$ cat config.mk
export PLATFORM = sky130hd
export DESIGN_NAME = agu_issue_arbiter_flat
export DESIGN_NICKNAME = d
export VERILOG_FILES = /design/src/rtl/agu_issue_arbiter_if.sv /design/src/rtl/agu_issue_arbiter.sv /design/src/flat_wrapper.sv
export SDC_FILE = /design/constraint.sdc
export NUM_CORES = 1
export LEC_CHECK = 0
export ABC_AREA = 1
export ABC_CLOCK_PERIOD_IN_PS = 13900
export CAP_MARGIN = 20
export CORE_AREA = 3 3 239 241
export DETAILED_ROUTE_END_ITERATION = 10
export DIE_AREA = 0 0 242 244
export PLACE_DENSITY_LB_ADDON = 0.3
export REMOVE_ABC_BUFFERS = 1
export SETUP_SLACK_MARGIN = 0.4
export SYNTH_ARGS = -nofsm -noshare
export SYNTH_HDL_FRONTEND = slang
export SYNTH_SLANG_ARGS = --single-unit
$ cat constraint.sdc
create_clock -name clk -period 13.9 [get_ports clk]
set_input_delay 3.475 -clock clk [delete_from_list [all_inputs] [get_ports clk]]
set_output_delay 3.475 -clock clk [all_outputs]
set_load 0.05 [all_outputs]
$ cat src/rtl/agu_issue_arbiter_if.sv
// AGU issue arbiter bus: requester inputs, flush/stall controls and issue slot.
// master drives the requests, slave is the arbiter.
interface agu_issue_arbiter_if #(
    parameter int NUM_REQ   = 2,
    parameter int SQN_W     = 7,
    parameter int PAYLOAD_W = 192
);
    localparam int GW = (NUM_REQ > 1) ? $clog2(NUM_REQ) : 1;

    logic                           IN_stall;
    logic                           IN_branch_taken;
    logic [SQN_W-1:0]               IN_branch_sqN;
    logic [NUM_REQ-1:0]             IN_valid;
    logic [NUM_REQ*SQN_W-1:0]       IN_sqN;
    logic [NUM_REQ*PAYLOAD_W-1:0]   IN_payload;
    logic [NUM_REQ-1:0]             OUT_ready;
    logic                           OUT_en;
    logic                           OUT_valid;
    logic [SQN_W-1:0]               OUT_sqN;
    logic [PAYLOAD_W-1:0]           OUT_payload;
    logic [GW-1:0]                  OUT_grantIdx;

    modport master (
        output IN_stall, IN_branch_taken, IN_branch_sqN,
        output IN_valid, IN_sqN, IN_payload,
        input  OUT_ready, OUT_en, OUT_valid,
        input  OUT_sqN, OUT_payload, OUT_grantIdx
    );

    modport slave (
        input  IN_stall, IN_branch_taken, IN_branch_sqN,
        input  IN_valid, IN_sqN, IN_payload,
        output OUT_ready, OUT_en, OUT_valid,
        output OUT_sqN, OUT_payload, OUT_grantIdx
    );
endinterface

$ cat src/rtl/agu_issue_arbiter.sv
// Oldest-first load/store arbiter feeding a one-entry AGU issue slot,
// with per-requester starvation counters and mispredict flush.
module agu_issue_arbiter #(
    parameter int NUM_REQ   = 2,
    parameter int SQN_W     = 7,
    parameter int PAYLOAD_W = 192,
    parameter int MAX_WAIT  = 7
) (
    input  logic               clk,
    input  logic               rst,
    agu_issue_arbiter_if.slave bus
);
    localparam int GW = (NUM_REQ > 1) ? $clog2(NUM_REQ) : 1;
    localparam logic [3:0] WAIT_LIM = 4'(MAX_WAIT);

    typedef logic [SQN_W-1:0]     sqn_t;
    typedef logic [PAYLOAD_W-1:0] pl_t;

    logic               slot_v;
    sqn_t               slot_sqn;
    pl_t                slot_pl;
    logic [GW-1:0]      slot_idx;
    logic [GW-1:0]      rr_ptr;
    logic [3:0]         wait_cnt [NUM_REQ];

    sqn_t               req_sqn [NUM_REQ];
    logic [NUM_REQ-1:0] elig;
    logic [NUM_REQ-1:0] starve;
    logic               slot_free;
    logic               found;
    logic               grant;
    logic [GW-1:0]      sel;
    logic [GW-1:0]      rr_nxt;
    sqn_t               best_sqn;
    sqn_t               diff;
    sqn_t               sel_sqn;
    pl_t                sel_pl;
    logic [NUM_REQ-1:0] ready;

    // Younger than the branch by wrap-around distance; the branch itself survives.
    function automatic logic killed(sqn_t x, sqn_t br, logic taken);
        sqn_t d;
        d = x - br;
        return taken && !d[SQN_W-1] && (d != '0);
    endfunction

    always_comb begin
        slot_free = !slot_v || !bus.IN_stall;
        for (int r = 0; r < NUM_REQ; r++) begin
            req_sqn[r] = bus.IN_sqN[r*SQN_W +: SQN_W];
            elig[r]    = bus.IN_valid[r] &&
                         !killed(req_sqn[r], bus.IN_branch_sqN,
                                 bus.IN_branch_taken);
            starve[r]  = elig[r] && (wait_cnt[r] >= WAIT_LIM);
        end
    end

    // Starved requesters win by index; otherwise scan from rr_ptr so
    // equal ages resolve to the pointer first, then upward.
    always_comb begin
        sel      = '0;
        found    = 1'b0;
        best_sqn = '0;
        diff     = '0;
        for (int i = NUM_REQ - 1; i >= 0; i--) begin
            if (starve[i]) begin
                sel   = GW'(i);
                found = 1'b1;
            end
        end
        if (!found) begin
            for (int k = 0; k < NUM_REQ; k++) begin
                for (int i = 0; i < NUM_REQ; i++) begin
                    if (elig[i] && ((int'(rr_ptr) + k) % NUM_REQ) == i) begin
                        diff = req_sqn[i] - best_sqn;
                        if (!found || diff[SQN_W-1]) begin
                            sel      = GW'(i);
                            best_sqn = req_sqn[i];
                            found    = 1'b1;
                        end
                    end
                end
            end
        end
        grant = found && slot_free && rst;
        ready = '0;
        if (grant) ready[sel] = 1'b1;
    end

    always_comb begin
        sel_sqn = '0;
        sel_pl  = '0;
        for (int i = 0; i < NUM_REQ; i++) begin
            if (sel == GW'(i)) begin
                sel_sqn = req_sqn[i];
                sel_pl  = bus.IN_payload[i*PAYLOAD_W +: PAYLOAD_W];
            end
        end
        rr_nxt = (int'(sel) == NUM_REQ - 1) ? '0 : sel + 1'b1;
    end

    always_ff @(posedge clk or negedge rst) begin
        if (!rst) begin
            slot_v   <= 1'b0;
            slot_sqn <= '0;
            slot_pl  <= '0;
            slot_idx <= '0;
            rr_ptr   <= '0;
            for (int r = 0; r < NUM_REQ; r++) wait_cnt[r] <= '0;
        end else begin
            if (grant) begin
                slot_v   <= 1'b1;
                slot_sqn <= sel_sqn;
                slot_pl  <= sel_pl;
                slot_idx <= sel;
                rr_ptr   <= rr_nxt;
            end else if (slot_free) begin
                slot_v <= 1'b0;
            end else if (killed(slot_sqn, bus.IN_branch_sqN,
                                bus.IN_branch_taken)) begin
                slot_v <= 1'b0;
            end
            for (int r = 0; r < NUM_REQ; r++) begin
                if (!bus.IN_valid[r] || (grant && sel == GW'(r)))
                    wait_cnt[r] <= '0;
                else if (grant && wait_cnt[r] != 4'hF)
                    wait_cnt[r] <= wait_cnt[r] + 4'd1;
            end
        end
    end

    assign bus.OUT_ready    = ready;
    assign bus.OUT_en       = slot_v;
    assign bus.OUT_valid    = slot_v;
    assign bus.OUT_sqN      = slot_sqn;
    assign bus.OUT_payload  = slot_pl;
    assign bus.OUT_grantIdx = slot_idx;
endmodule

$ cat src/flat_wrapper.sv
// flat-port wrapper written by rule: the top's interface ports become plain ports
module agu_issue_arbiter_flat 
#(
    parameter int NUM_REQ   = 2,
    parameter int SQN_W     = 7,
    parameter int PAYLOAD_W = 192,
    parameter int MAX_WAIT  = 7
)
  (clk, rst, bus_IN_stall, bus_IN_branch_taken, bus_IN_branch_sqN, bus_IN_valid, bus_IN_sqN, bus_IN_payload, bus_OUT_ready, bus_OUT_en, bus_OUT_valid, bus_OUT_sqN, bus_OUT_payload, bus_OUT_grantIdx);
  agu_issue_arbiter_if #(.NUM_REQ(NUM_REQ), .SQN_W(SQN_W), .PAYLOAD_W(PAYLOAD_W)) bus_i ();
  input  logic clk;
  input  logic rst;
  input wire logic [$bits(bus_i.IN_stall)-1:0] bus_IN_stall;
  input wire logic [$bits(bus_i.IN_branch_taken)-1:0] bus_IN_branch_taken;
  input wire logic [$bits(bus_i.IN_branch_sqN)-1:0] bus_IN_branch_sqN;
  input wire logic [$bits(bus_i.IN_valid)-1:0] bus_IN_valid;
  input wire logic [$bits(bus_i.IN_sqN)-1:0] bus_IN_sqN;
  input wire logic [$bits(bus_i.IN_payload)-1:0] bus_IN_payload;
  output wire logic [$bits(bus_i.OUT_ready)-1:0] bus_OUT_ready;
  output wire logic [$bits(bus_i.OUT_en)-1:0] bus_OUT_en;
  output wire logic [$bits(bus_i.OUT_valid)-1:0] bus_OUT_valid;
  output wire logic [$bits(bus_i.OUT_sqN)-1:0] bus_OUT_sqN;
  output wire logic [$bits(bus_i.OUT_payload)-1:0] bus_OUT_payload;
  output wire logic [$bits(bus_i.OUT_grantIdx)-1:0] bus_OUT_grantIdx;
  assign bus_i.IN_stall = bus_IN_stall;
  assign bus_i.IN_branch_taken = bus_IN_branch_taken;
  assign bus_i.IN_branch_sqN = bus_IN_branch_sqN;
  assign bus_i.IN_valid = bus_IN_valid;
  assign bus_i.IN_sqN = bus_IN_sqN;
  assign bus_i.IN_payload = bus_IN_payload;
  assign bus_OUT_ready = bus_i.OUT_ready;
  assign bus_OUT_en = bus_i.OUT_en;
  assign bus_OUT_valid = bus_i.OUT_valid;
  assign bus_OUT_sqN = bus_i.OUT_sqN;
  assign bus_OUT_payload = bus_i.OUT_payload;
  assign bus_OUT_grantIdx = bus_i.OUT_grantIdx;
  agu_issue_arbiter #(.NUM_REQ(NUM_REQ), .SQN_W(SQN_W), .PAYLOAD_W(PAYLOAD_W), .MAX_WAIT(MAX_WAIT)) u_core (.clk(clk), .rst(rst), .bus(bus_i));
endmodule
---- Yosys cells after proc, flatten, opt, wreduce, memory -nomap -nowiden ----
Cells that the tools add are included.
word-level totals
  register bits after elaboration ......... 210
  output and inout port bits .............. 204
cells by class
  add/sub/neg operators ................... 10
  magnitude comparators ................... 4
  eq/ne operators ......................... 3
  multiplexer cells ....................... 46
  bitwise operators ....................... 2
  reduce and logical (&&, ||, !) cells .... 49
operators with widths
  cell                                                                                  number
  192-bit two-way mux                                                                   1
  7-bit two-way mux                                                                     10
  32-bit zero test                                                                      2
  7-bit subtractor                                                                      6
  1-bit two-way mux                                                                     29
  1-bit logical AND                                                                     21
  7-bit nonzero test                                                                    3
  4-bit two-way mux                                                                     4
  1-bit zero test                                                                       13
  4-bit by 1-bit adder with 4-bit output (second input constant)                        2
  4-bit by 3-bit greater-or-equal comparator with 1-bit output (second input constant)  2
  4-bit inequality test (second input constant)                                         2
  1-bit logical OR                                                                      7
  2-bit nonzero test                                                                    2
  3-bit nonzero test                                                                    1
  1-bit adder (second input constant)                                                   2
  2-bit == test (second input constant)                                                 1
  1-bit by 2-bit less-than comparator with 1-bit output (second input constant)         1
  2-bit two-way mux                                                                     1
  1-bit AND (first input constant)                                                      1
  1-bit demux with 1-bit select                                                         1
  1-bit greater-or-equal comparator (second input constant)                             1
  1-bit inverter                                                                        1

---- Longest topological paths before layout ----
Gate-level depths: netlist of run 1.
  depth in word-level cells ............... 34
  gate-level depth with buffers ........... 46

---- Least setup slack after synthesis of run 1 ----
No wires, ideal clock.
  path type ............................... input -> output
  start ................................... input port bus_IN_sqN[0]
  end ..................................... output port bus_OUT_ready[1]
  arrival time ............................ 8.089 ns
  data required time ...................... 10.425 ns
  path slack .............................. 2.336 ns
  stages .................................. 39
  buffers on the path ..................... 3
  cells stage by stage .................... inv_1 -> ha_1 -> inv_1 -> fa_1 -> nand3_1 -> nand2_1 -> xor2_1 -> nor2_1 -> nand2_1 -> nand2_1 -> nand2_1 -> nor2_1 -> nand3_1 -> nand2_1 -> nand2_1 -> nand2_1 -> inv_1 -> ha_1 -> [3 not listed] -> nand2_1 -> nand2_1 -> nand3_2 -> nand2_2 -> clkbuf_1 -> o21ai_0 -> ha_1 -> a21oi_1 -> nor2_1 -> a211oi_1 -> nand3_1 -> nand3_1 -> nand2_1 -> nand2_1 -> buf_2 -> buf_6 -> nand3_2 -> inv_1
on the way
  cells in the longest elaborated chain, start to end .. 33
  elaborated cells between the ends (all ways) .. 61
ends and longest elaborated chain
  item                                                                       line                     source
  from (decl)                                                                flat_wrapper.sv:17       input wire logic [$bits(bus_i.IN_sqN)-1:0] bus_IN_sqN;
  parallel branches: the longest is 32 deep, another holds 7-bit subtractor  --
  2-bit two-way mux *                                                        agu_issue_arbiter.sv:87  if (grant) ready[sel] = 1'b1;
  to (decl)                                                                  flat_wrapper.sv:19       output wire logic [$bits(bus_i.OUT_ready)-1:0] bus_OUT_ready;
Mark *: on every way between the ends. The select of a mux whose other input is x is not followed.

---- Worst setup path in the final report of run 1 ----
  start ................................... input port bus_IN_sqN[0]
  end ..................................... output port bus_OUT_ready[0]
Same word-level chain as after synthesis.

==> impl_metrics.csv, run 1 <==
group,metric,value,unit
cts,clkTransAtPathRegs,0.05,ns
timing,grt_setup_unrepaired,"no",
synth,synth.area.top_cells,"dfrtp_1, nand3_1, nand4_1",
timing,setup_violations,0,
global_route,overflow,0,
timing,worst_slack,1.130,ns
timing,whs,0.4943,ns
global_route,grt_max_degree,179,
synth,async_flop_share,100.0,%
drt,ant_nets,0,
die,die-area,59050,um^2
timing,slew_headroom,25.41,%
timing,layout_min_cycle_time,12.77,ns
global_route,grt_pass1_wl,80590,um
synth,synth_top_flop_cell,"dfrtp_1",
cts,cts_resized,0,
flow_run,cap_viol_max_count,0,
placement,preCtsSetupSlack,0.9650,ns
drt,drc,0,
critical_path,endpoint_kind,"primary output",
cts,cts_buffers,28,
power_and_ir_drop,worst_ir_drop_vdd,0.1091,mV
synth,synthesis.area,11570,um^2
cells_and_area,nets,2425,
global_route,grt_pass1_vias,13375,
die,start_util,21.01,%
drt,num_vias,13136,
synth,synth_most_common_cell,"nand3_1",
cells_and_area,seq_area,5255,um^2
status,status,"finished, final reports clean",
synth,syn_inst,1458,
drt,wl_per_cell,19.11,um
cells_and_area,drive_above_1_share,3.598,%
drt,drt-total-wl,52590,um
timing,max_freq,78.31,MHz
critical_path,critPathKind,"in2out",
die,die_x,242,um
synth,post-synth-top-area-cell,"dfrtp_1",
cts,cts_hold_buf,0,
die,core_area,55090,um^2
drt,routed_via_density,4.773,
drt,dr.pass1.iters,5,
die,num_io_pins,615,
timing,hold_violations,0,
synth,synth_top_area_share,45.41,%
global_route,antenna_found_initial,7,
synth,synth_edf_count,0,
cts,cts_tree,"done",
critical_path,startpoint_type,"input pin",
min_path,min_path_type,"reg2reg",
placement,dp_hpwl,37250,um
timing,report.final.slew_viol_count,0,
power_and_ir_drop,leakage,0.008198,uW
power_and_ir_drop,report.power.total,4518,uW
synth,ys_top_cells_by_count,"nand3_1, nand2_1, dfrtp_1, nand4_1, clkbuf_1",
cts,cts.path.max_buffers,3,
critical_path,required,10.43,ns
cts,cts_max_level,1,
die,std_cell_rows,86,
cells_and_area,multi_input_area,5510,um^2
power_and_ir_drop,p_per_area,236.1,nW/um^2
die,die_y,244,um
timing,fin_crit_sh,91.87,%
cts,post_cts_buffers,0,
cts,clock-root-buffer,"clkbuf_16",
drt,drt_iter0_markers,752,
critical_path,crit_arrival,9.29,ns
cells_and_area,fillers,5736,
timing,fin_skew,0.02117,ns
synth,yosysWarnings,0,
cts,insertion_delay,0.56,ns
synth,synth.avg_cell_area,7.937,um^2
critical_path,worstPathMaxFanout,43,
synth,ys_ff_latch,210,
critical_path,cpMostUsedCell,"nand2_1",
cells_and_area,area_growth,65.39,%
cts,cts_sinks,210,
global_route,track_usage,16.87,%
placement,place_congestion,0.8438,
critical_path,slowest_delay,0.54,ns
critical_path,cp_slowest_cell,"clkdlybuf4s50_1",
placement,io_buffer_count,614,
synth,yosysUniqueCellTypes,30,
critical_path,reg2reg_slack,7.78,ns
timing,worst_pin_slew,1.119,ns
synth,seq_area_frac_synth,45.41,%
-- registers in the layout, indices dropped and copies added, names as in the netlist --
name and flops:
u_core.bus.OUT_payload 192, u_core.wait_cnt 8, u_core.bus.OUT_sqN 7, u_core.bus.OUT_en 1
u_core.bus.OUT_grantIdx 1, u_core.rr_ptr 1
-- worst max-delay path, delay by kind of cell --
family | cells | cell delay [ns]
compound gates | 5 | 0.97
fa+ha+maj | 4 | 1.17
buf+inv | 7 | 1.32
simple gates | 22 | 2.34
-- routing by layer --
layer  share of wire [%]  global-route usage, %
met5               0.078                      0
met1                  39                  20.16
met4                 2.6                  4.809
met2                  50                  29.77
met3                 8.2                  4.518
-- kinds of logic after synthesis --
logic type	after synthesis	synth area share, %
xor+xnor	12	0.9082
simple gates	973	40.98
fa+ha+maj	33	3.763
buf+inv	194	7.233
flops	210	45.41
compound gates	36	1.708
-- path summary, 6_finish.rpt --
kind                                              from                          end  cells past startpoint
max                                      bus_IN_sqN[0]             bus_OUT_ready[0]                     38
min                        u_core.bus.OUT_payload[114]  u_core.bus.OUT_payload[114]                      2
max reg2reg                         u_core.wait_cnt[0]  u_core.bus.OUT_payload[187]                     32
min reg2reg                u_core.bus.OUT_payload[114]  u_core.bus.OUT_payload[114]                      2
max in group asynchronous                          rst           u_core.wait_cnt[1]                      2
min in group asynchronous                          rst  u_core.bus.OUT_payload[187]                      1
-- cells in the final DEF (no fill, tap or decap), types with 2 or more instances in the layout --
| cell | count |
|---|---|
| clkdlybuf4s50_1 | 611 |
| nand3_1 | 420 |
| nand2_1 | 299 |
| dfrtp_1 | 210 |
| nand4_1 | 205 |
| inv_1 | 58 |
| nor2_1 | 32 |
| ha_1 | 30 |
| clkbuf_16 | 28 |
| a21oi_1 | 15 |
| o21ai_0 | 15 |
| buf_4 | 12 |
| xor2_1 | 8 |
| clkbuf_1 | 8 |
| clkbuf_8 | 6 |
| nand2_2 | 5 |
| xnor2_1 | 4 |
| diode_2 | 3 |
| nand2_4 | 3 |
| fa_1 | 3 |
| clkinv_2 | 3 |
| a211oi_1 | 2 |
| nand3_2 | 2 |
| nor4_1 | 2 |
| clkinvlp_4 | 2 |
| bufinv_16 | 2 |
| buf_12 | 2 |
-- report_power, final --
group,internal (uW),switching (uW),leakage [uW]
combinational,860,1870,0.00514
clock,434,291,0.000442
sequential,898,170,0.00262
-- area by class of cell --
cell class | instances | share of cell area [%]
Tap cell | 748 | 4.890
Clock buffer | 41 | 4.177
Inverter | 59 | 1.196
Sequential cell | 210 | 27.46
Clock inverter | 9 | 0.6014
Antenna cell | 3 | 0.03922
Multi-Input combinational cell | 1054 | 28.79
Timing Repair Buffer | 628 | 32.85
-- stage by stage --
step                area [um^2]  setup TNS, ns  utilization (%)  std cells
finish                    19140              0            34.74       2752
detailed placement        18210              0            33.05       2699
global placement          18210              0            33.05       2699
CTS                       19120              0            34.71       2749
floorplan                 10960        -801.70                -       1323
global route              19130              0            34.73       2750
Power figures use the tool's default switching activity.
==> run 2, diff against run 1 <==
--- a/config.mk
+++ b/config.mk
@@ -11,6 +11,7 @@
 export CORE_AREA = 3 3 239 241
 export DETAILED_ROUTE_END_ITERATION = 10
 export DIE_AREA = 0 0 242 244
+export GPL_TIMING_DRIVEN = 0
 export PLACE_DENSITY_LB_ADDON = 0.3
 export REMOVE_ABC_BUFFERS = 1
 export SETUP_SLACK_MARGIN = 0.4
==> run 2 against run 1 <==
Net effect:
- design area up 2.5%
- power up 2.7%
- final cell count up 0.55%
- register-to-register slack better by 0.55 ns
- wire length up 3.7%
- setup slack worse by 0.16 ns
- die area unchanged
- clock power up 3.3%
- first-iteration DRC count up 5.5%
- sequential power about the same
- global-route usage up 0.54 points
- critical path type unchanged
- critical endpoint unchanged
- highest routed layer unchanged
==> impl_metrics.csv, run 2 (synthesis gave the netlist of run 1 again) <==
group,metric,value,unit
status,status,"finished, final reports clean",
die,start_util,21.01,%
cts,cts.path.max_buffers,3,
timing,whs,0.4915,ns
drt,drt_iter0_markers,793,
critical_path,critPathTopFamily,"simple AND/OR/NAND/NOR gates",
timing,max_freq,77.33,MHz
cts,cts_tree,"done",
placement,io_buffer_count,614,
min_path,holdPathStages,2,
cts,cts_sinks,210,
critical_path,crit_arrival,9.46,ns
critical_path,worstPathMaxFanout,33,
timing,hold_violations,0,
cts,cts_max_level,1,
cells_and_area,fillers,5701,
drt,ant_nets,0,
global_route,grt_pass1_wl,82140,um
drt,dr.pass1.iters,5,
drt,drc,0,
power_and_ir_drop,worst_ir_drop_vdd,0.1258,mV
critical_path,r2r_cells,34,
critical_path,endpoint_kind,"primary output",
timing,fin_skew,0.01833,ns
critical_path,cp_slowest_cell,"clkdlybuf4s50_1",
global_route,grt_pass1_vias,13728,
critical_path,startpoint_type,"input pin",
critical_path,critPathKind,"in2out",
placement,dp_cells,2699,
cts,cts_hold_buf,0,
cts,clkTransAtPathRegs,0.05,ns
critical_path,cpMostUsedCell,"nand2_1",
placement,place_congestion,0.8367,
die,std_cell_rows,86,
cells_and_area,area_growth,69.45,%
drt,num_vias,13308,
global_route,overflow,0,
cts,cts_buffers,29,
die,die_y,244,um
die,die-area,59050,um^2
timing,worst_pin_slew,0.8726,ns
die,die_x,242,um
min_path,min_path_type,"reg2reg",
timing,grt_setup_unrepaired,"no",
timing,layout_min_cycle_time,12.93,ns
cells_and_area,nets,2438,
critical_path,worst-path-stages,41,
critical_path,cp.buffers_inverters,8,
cts,clock-root-buffer,"clkbuf_16",
power_and_ir_drop,leakage,0.008419,uW
timing,slew_headroom,41.82,%
cells_and_area,drive_above_1_share,4.660,%
cts,insertion_delay,0.57,ns
critical_path,required,10.43,ns
global_route,grt_max_degree,177,
global_route,antenna_found_initial,3,
flow_run,cap_viol_max_count,0,
timing,report.final.slew_viol_count,0,
die,core_area,55090,um^2
drt,wl_per_cell,19.71,um
critical_path,slowest_delay,0.48,ns
power_and_ir_drop,p_per_area,236.7,nW/um^2
cells_and_area,final_cell_mix,"clkdlybuf4s50_1, nand3_1, nand2_1",
cells_and_area,largest_register_ffs,192,
timing,setup_violations,0,
cells_and_area,fin_cells,2767,
placement,dp_hpwl,37430,um
cells_and_area,mostFrequentLayoutCell,"clkdlybuf4s50_1",
die,num_io_pins,615,
timing,fin_crit_sh,93.03,%
drt,drt-total-wl,54540,um
drt,routed_via_density,4.810,
global_route,track_usage,17.41,%
run 2: changes by cell type in the layout (fill, tap and decap cells not counted), moves of 3 or more:
| cell | change |
|---|---|
| buf_16 | +13 |
| buf_4 | -4 |
| nand2_1 | -3 |
| nand2_4 | +3 |
| clkinv_2 | +4 |
run 2: worst paths after layout:
| check | from | endpoint | slack [ns] |
|---|---|---|---|
| worst max-delay path | bus_IN_sqN[0] | bus_OUT_ready[0] | 0.97 |
| worst min-delay path | u_core.bus.OUT_payload[114] | u_core.bus.OUT_payload[114] | 0.49 |
| worst max register to register | u_core.wait_cnt[4] | u_core.bus.OUT_payload[163] | 8.33 |
| worst min register to register | u_core.bus.OUT_payload[114] | u_core.bus.OUT_payload[114] | 0.49 |
| max in group asynchronous | rst | u_core.wait_cnt[5] | 10.23 |
| min in group asynchronous | rst | u_core.bus.OUT_payload[92] | 2.80 |
run 2: power by group:
| part | total [uW] | switching, uW | internal, uW |
|---|---|---|---|
| Clock | 749 | 302 | 447 |
| Combinational | 2830 | 1910 | 919 |
| Sequential | 1060 | 165 | 898 |
| Total | 4640 | 2380 | 2260 |
run 2: through the flow:
stage	TNS [ns]	total power [uW]	utilization (%)	setup WS, ns	instance area [um^2]
after floorplan	-801.70	2779	-	-7.422	10960
after global placement	-3589.25	3857	32.74	-20.48	18040
after detailed placement	-1.635	3860	33.51	-1.151	18460
after CTS	0	4681	35.47	0.4228	19540
after global routing	0	4901	35.58	0.4248	19600
final	0	4642	35.59	0.9686	19610
run 2: repair_timing:
action,CTS,global route
cloned,5,0
setup endpoints to repair,2,2
resized for setup,12,5
pin swaps,2,1
buffers inserted,2,4
run 2: worst reg2reg max path: cells and delay by family (launching register included):
family	cells	cell delay (ns)
AOI/OAI and AO/OA	5	0.76
DFF	1	0.40
adders and majority gates	3	0.81
buffers and inverters	5	1.15
and+or+nand+nor	21	2.39
run 2: cell type report:
type,count,area (um^2),share of cell area (%)
diodes,2,5.005,0.02552
clock buffers,41,820.8,4.186
clock inverters,13,127.6,0.6508
inverters,59,229.0,1.168
multi-input cells,1057,5593,28.52
flip-flops and latches,210,5255,26.80
well taps,748,935.9,4.773
repair buffers,637,6643,33.88
run 2: layer usage:
layer	part of all wire (%)	global-route usage (%)
met4	2.4	4.703
met2	50	31.09
met3	8.0	4.978
met5	0.024	0
met1	39	20.42
==> run 3, diff against run 2 <==
--- a/config.mk
+++ b/config.mk
@@ -9,6 +9,7 @@
 export ABC_CLOCK_PERIOD_IN_PS = 13900
 export CAP_MARGIN = 20
 export CORE_AREA = 3 3 239 241
+export CTS_CLUSTER_SIZE = 25
 export DETAILED_ROUTE_END_ITERATION = 10
 export DIE_AREA = 0 0 242 244
 export GPL_TIMING_DRIVEN = 0
@@ -18,3 +19,4 @@
 export SYNTH_ARGS = -nofsm -noshare
 export SYNTH_HDL_FRONTEND = slang
 export SYNTH_SLANG_ARGS = --single-unit
+export TNS_END_PERCENT = 10
==> results of run 3 <==
Same layout as run 2: the final DEF is identical, and so are final timing and power.
